File: src/rtl/multicycle_ctrl.sv
// Multicycle MIPS-subset control unit.
// Two-process FSM: a state register plus combinational next-state and output
// decode. The outputs depend on the state and on the held op/funct fields.
// The one exception is PCWr in BRANCH, which follows Zero directly.
module multicycle_ctrl (
  input  logic       clk,
  input  logic       reset,
  input  logic [5:0] op,
  input  logic [5:0] funct,
  input  logic       Zero,
  input  logic       OF,
  output logic       PCWr,
  output logic [1:0] PCSrc,
  output logic       IRWr,
  output logic       RegWr,
  output logic       RegDst,
  output logic       ALUSrc,
  output logic       ExtOp,
  output logic [1:0] ALUctr,
  output logic       addi,
  output logic       MemWr,
  output logic       MemtoReg,
  output logic       done,
  output logic [3:0] state
);

  typedef enum logic [3:0] {
    FETCH   = 4'd0,
    DECODE  = 4'd1,
    EXEC_R  = 4'd2,
    EXEC_I  = 4'd3,
    MEM_ADR = 4'd4,
    MEM_RD  = 4'd5,
    MEM_WR  = 4'd6,
    WB_MEM  = 4'd7,
    WB_ALU  = 4'd8,
    BRANCH  = 4'd9,
    JUMP    = 4'd10
  } state_t;

  state_t state_reg, state_next;
  logic   of_q;

  // Instruction decode from the held IR fields
  logic is_r, is_addu, is_subu, is_ori, is_lui, is_addi, is_lw, is_sw, is_beq, is_j;
  assign is_r    = (op == 6'b000000);
  assign is_addu = is_r && (funct == 6'b100001);
  assign is_subu = is_r && (funct == 6'b100011);
  assign is_ori  = (op == 6'b001101);
  assign is_lui  = (op == 6'b001111);
  assign is_addi = (op == 6'b001000);
  assign is_lw   = (op == 6'b100011);
  assign is_sw   = (op == 6'b101011);
  assign is_beq  = (op == 6'b000100);
  assign is_j    = (op == 6'b000010);

  assign state = state_reg;

  // State register and the addi overflow flag.
  // of_q captures OF only when leaving EXEC_I for an addi, so it is valid in WB_ALU.
  always_ff @(posedge clk or posedge reset) begin
    if (reset) begin
      state_reg <= FETCH;
      of_q      <= 1'b0;
    end else begin
      state_reg <= state_next;
      of_q      <= (state_reg == EXEC_I && is_addi) ? OF : 1'b0;
    end
  end

  // Next-state and output decode. Reset gates every write enable and done.
  always_comb begin
    state_next = FETCH;
    PCWr       = 1'b0;
    PCSrc      = 2'b00;
    IRWr       = 1'b0;
    RegWr      = 1'b0;
    RegDst     = 1'b0;
    ALUSrc     = 1'b0;
    ExtOp      = 1'b0;
    ALUctr     = 2'b00;
    addi       = 1'b0;
    MemWr      = 1'b0;
    MemtoReg   = 1'b0;
    done       = 1'b0;
    case (state_reg)
      FETCH: begin
        IRWr       = 1'b1;
        PCWr       = 1'b1;
        state_next = DECODE;
      end
      DECODE: begin
        if (is_addu || is_subu)              state_next = EXEC_R;
        else if (is_ori || is_lui || is_addi) state_next = EXEC_I;
        else if (is_lw || is_sw)             state_next = MEM_ADR;
        else if (is_beq)                     state_next = BRANCH;
        else if (is_j)                       state_next = JUMP;
        else begin
          // Unsupported instruction retires here as a NOP
          state_next = FETCH;
          done       = 1'b1;
        end
      end
      EXEC_R: begin
        ALUctr     = is_subu ? 2'b01 : 2'b00;
        state_next = WB_ALU;
      end
      EXEC_I: begin
        ALUSrc = 1'b1;
        if (is_ori) begin
          ALUctr = 2'b10;
        end else if (is_lui) begin
          ALUctr = 2'b11;
        end else begin
          ExtOp = 1'b1;
          addi  = 1'b1;
        end
        state_next = WB_ALU;
      end
      WB_ALU: begin
        RegDst     = is_r;
        RegWr      = !(is_addi && of_q);
        done       = 1'b1;
        state_next = FETCH;
      end
      MEM_ADR: begin
        ALUSrc     = 1'b1;
        ExtOp      = 1'b1;
        state_next = is_sw ? MEM_WR : MEM_RD;
      end
      MEM_RD: begin
        state_next = WB_MEM;
      end
      WB_MEM: begin
        MemtoReg   = 1'b1;
        RegWr      = 1'b1;
        done       = 1'b1;
        state_next = FETCH;
      end
      MEM_WR: begin
        MemWr      = 1'b1;
        done       = 1'b1;
        state_next = FETCH;
      end
      BRANCH: begin
        ALUctr     = 2'b01;
        PCSrc      = 2'b01;
        PCWr       = Zero;
        done       = 1'b1;
        state_next = FETCH;
      end
      JUMP: begin
        PCSrc      = 2'b10;
        PCWr       = 1'b1;
        done       = 1'b1;
        state_next = FETCH;
      end
      default: begin
        // Illegal code: recover to FETCH with nothing enabled
        state_next = FETCH;
      end
    endcase
    if (reset) begin
      PCWr  = 1'b0;
      IRWr  = 1'b0;
      RegWr = 1'b0;
      MemWr = 1'b0;
      done  = 1'b0;
    end
  end

endmodule

File: config.mk
export PLATFORM = sky130hd
export DESIGN_NAME = multicycle_ctrl
export DESIGN_NICKNAME = d
export VERILOG_FILES = /design/src/rtl/multicycle_ctrl.sv
export SDC_FILE = /design/constraint.sdc
export NUM_CORES = 1
export LEC_CHECK = 0
export ABC_AREA = 1
export CORE_UTILIZATION = 30
export DETAILED_ROUTE_END_ITERATION = 10
export HOLD_SLACK_MARGIN = 0.1
export MAX_ROUTING_LAYER = met4
export PLACE_DENSITY = 0.68
export SLEW_MARGIN = 20
export SYNTH_ARGS = -nofsm -noshare
export SYNTH_HDL_FRONTEND = slang
export SYNTH_SLANG_ARGS = --single-unit
File: constraint.sdc
create_clock -name clk -period 2.5 [get_ports clk]
set_clock_uncertainty 0.05 [all_clocks]
set_input_delay 0.375 -clock clk [delete_from_list [all_inputs] [get_ports clk]]
set_output_delay 0.375 -clock clk [all_outputs]
set_load 0.02 [all_outputs]
==> results.ini <==
[routing]
vias=716
vias_per_cell=4.50
finalWirelength_um=1640
wl_per_cell_um=10.3
drtAntennaViolNets=0
drt-initial-drc-count=9
drcViolationCount=0
first_pass_iters=4

[synth]
synth_largest_area_cell=dfrtp_1
ys_seq_elements=5
synthTopCellsByArea=dfrtp_1 (23%), nor2_1 (14%), inv_1 (13%)
yosys_warnings=0
synth_cell_types=20
ys_seq_area_share_pct=23.1
syn_area_per_cell_sq_um=5.81
yosysTopAreaCellShare_pct=23.1
synth_area_sq_um=541
postSynthCellCount=93
syn_nets=109

[floorplanning]
num_io_pins=34
core_area_sq_um=1590
dieArea_sq_um=1980
die_h_um=44.4
start_util_pct=33.9
rows=14
die_width_um=44.4

[timing]
setup_viol=0
worstMarginPinSlew_ns=0.316
fmax_ghz=0.422
layout_min_cycle_time_ns=2.37
slew_viol_final=0
relSlewSlack_pct=78.8
hold_viol=0
setup-tns-final_ns=0
period_share_pct=94.7

[pwr]
ir_worst_vdd_v=0.000502
internal-power_mw=0.384
p_comb_share_pct=68.3
p_leak_nw=0.513
p_per_area_nw_per_um2=787
seqPwrFrac_pct=19.0
p_sw_mw=0.383
power.share.clock_pct=12.6
swShare_pct=50.0

[cts]
h-tree-depth=1
clk_pin_slew_ns=0.05
cts-resized-gates=3
cts_sinks=5
cts_tree=yes
clock_path_buffers=2
clk_latency_ns=0.25
ctsHoldBuffers=0
post-cts-setup-buffers=0
cts-root-buf=clkbuf_4
numCtsBuffers=3

[setup_path]
end_kind=output pin
cp_slowest_stage_delay_ns=0.64
cp-start-kind=input port
path_max_fanout=4
arrival_ns=1.94
cp_slowest_cell=clkdlybuf4s50_1
crit_top_cell=clkdlybuf4s50_1
r2r_cells=4
worst-setup-path-type=input port to output pin
required_ns=2.08
crit_chain=clkdlybuf4s50_1, buf_4, nand3_2, inv_1, o21ai_0, clkdlybuf4s50_1

[placement]
gp_congestion=0.805
numPortBuffers=33
hpwl_um=1420
place_area_sq_um=938

[cells_and_area]
final_cell_mix=clkdlybuf4s50_1 (28), inv_1 (19), nor2_1 (19)
postLayoutCellArea_sq_um=975
n_fill_cell=172
nNetsFinal=152
layout_commonest_cell=clkdlybuf4s50_1
areaGrowthSynthToFinish_pct=80.3
drive_above_1_share_pct=14.1
num_antenna_cells=0
largest_register_ff_count=4

[grt]
grt_max_degree=8
track_usage_pct=18.9
gr-total-overflow=0
first_global_vias=651
grt_pass1_wl_um=2680
antenna_found_initial=0

[hold_path]
hold_path_class=input port to asynchronous set/reset pin

[run]
cap_violations=0

[outcome]
status=finished, final reports clean

[final timing paths]
check | from | endpoint | slack, ns
worst max-delay path | op[0] | ExtOp | 0.13
worst min-delay path | reset | state[3]$_DFF_PP0_ | 0.43
worst max register to register | state[3]$_DFF_PP0_ | state[3]$_DFF_PP0_ | 1.24
worst min register to register | state[0]$_DFF_PP0_ | state[1]$_DFF_PP0_ | 0.57
max in group asynchronous | reset | of_q$_DFF_PP0_ | 1.80
min in group clk | state[0]$_DFF_PP0_ | state[1]$_DFF_PP0_ | 0.57
[logic make-up after synthesis]
family / count (synthesis) / synth area share [%]
buffers and inverters: 19 / 13.2
AND/OR/NAND/NOR: 59 / 51.6
flip-flops: 5 / 23.1
AO/OA/AOI/OAI: 10 / 12.0
[cell usage after synthesis (all sizes together)]
cell,count
nand3b,1
nor2,23
nor3b,1
a22o,1
dfrtp,5
o211ai,1
a21oi,3
a211oi,1
nor3,4
inv,19
and2,1
nand4,2
nand2,17
nand3,10
o21ai,4
[power groups by stage]
stage | Clock (mW) | Combinational [mW] | Sequential, mW
floorplan | 0 | 0.272 | 0.170
global placement | 0 | 0.529 | 0.145
detailed placement | 0 | 0.530 | 0.145
CTS | 0.100 | 0.524 | 0.143
global route | 0.110 | 0.573 | 0.150
finish | 0.0969 | 0.525 | 0.146
[cell type report]
class                           instances  area (sq um)  area share [%]
Clock buffer                            3          22.5            2.31
Clock inverter                          1          5.00           0.513
Inverter                               19          71.3            7.32
Multi-Input combinational cell         69           352            36.1
Sequential cell                         5           125            12.8
Tap cell                               24          30.0            3.08
Timing Repair Buffer                   38           369            37.9
[worst max-delay path, delay by kind of cell]
family / cells / cell delay [ns]
simple gates: 1 / 0.10
buf+inv: 4 / 1.35
compound gates: 1 / 0.13
[routing by layer]
metal | global-route usage, % | vias up | wire length, um | share of wire [%]
li1 | - | 380 | - | -
met3 | 4.90 | 0 | 87 | 5.3
met2 | 33.2 | 22 | 811 | 50
met1 | 22.3 | 314 | 739 | 45
met4 | 1.82 | 0 | 0 | 0
met5 | - | - | 0 | 0
[metrics by stage]
stage          power [mW]  worst slack [ns]  std cells  hold slack (ns)  utilization, %
2_1_floorplan       0.442             0.552         93            0.104               -
3_3_place_gp        0.673           -0.0318        155            0.553            58.9
3_5_place_dp        0.675           -0.0591        155            0.566            58.9
4_1_cts             0.767            0.0263        159            0.434            60.4
5_1_grt             0.833          -0.00183        159            0.457            61.1
6_report            0.768             0.132        159            0.427            61.1
No activity file was read; power rests on OpenSTA's default activity.
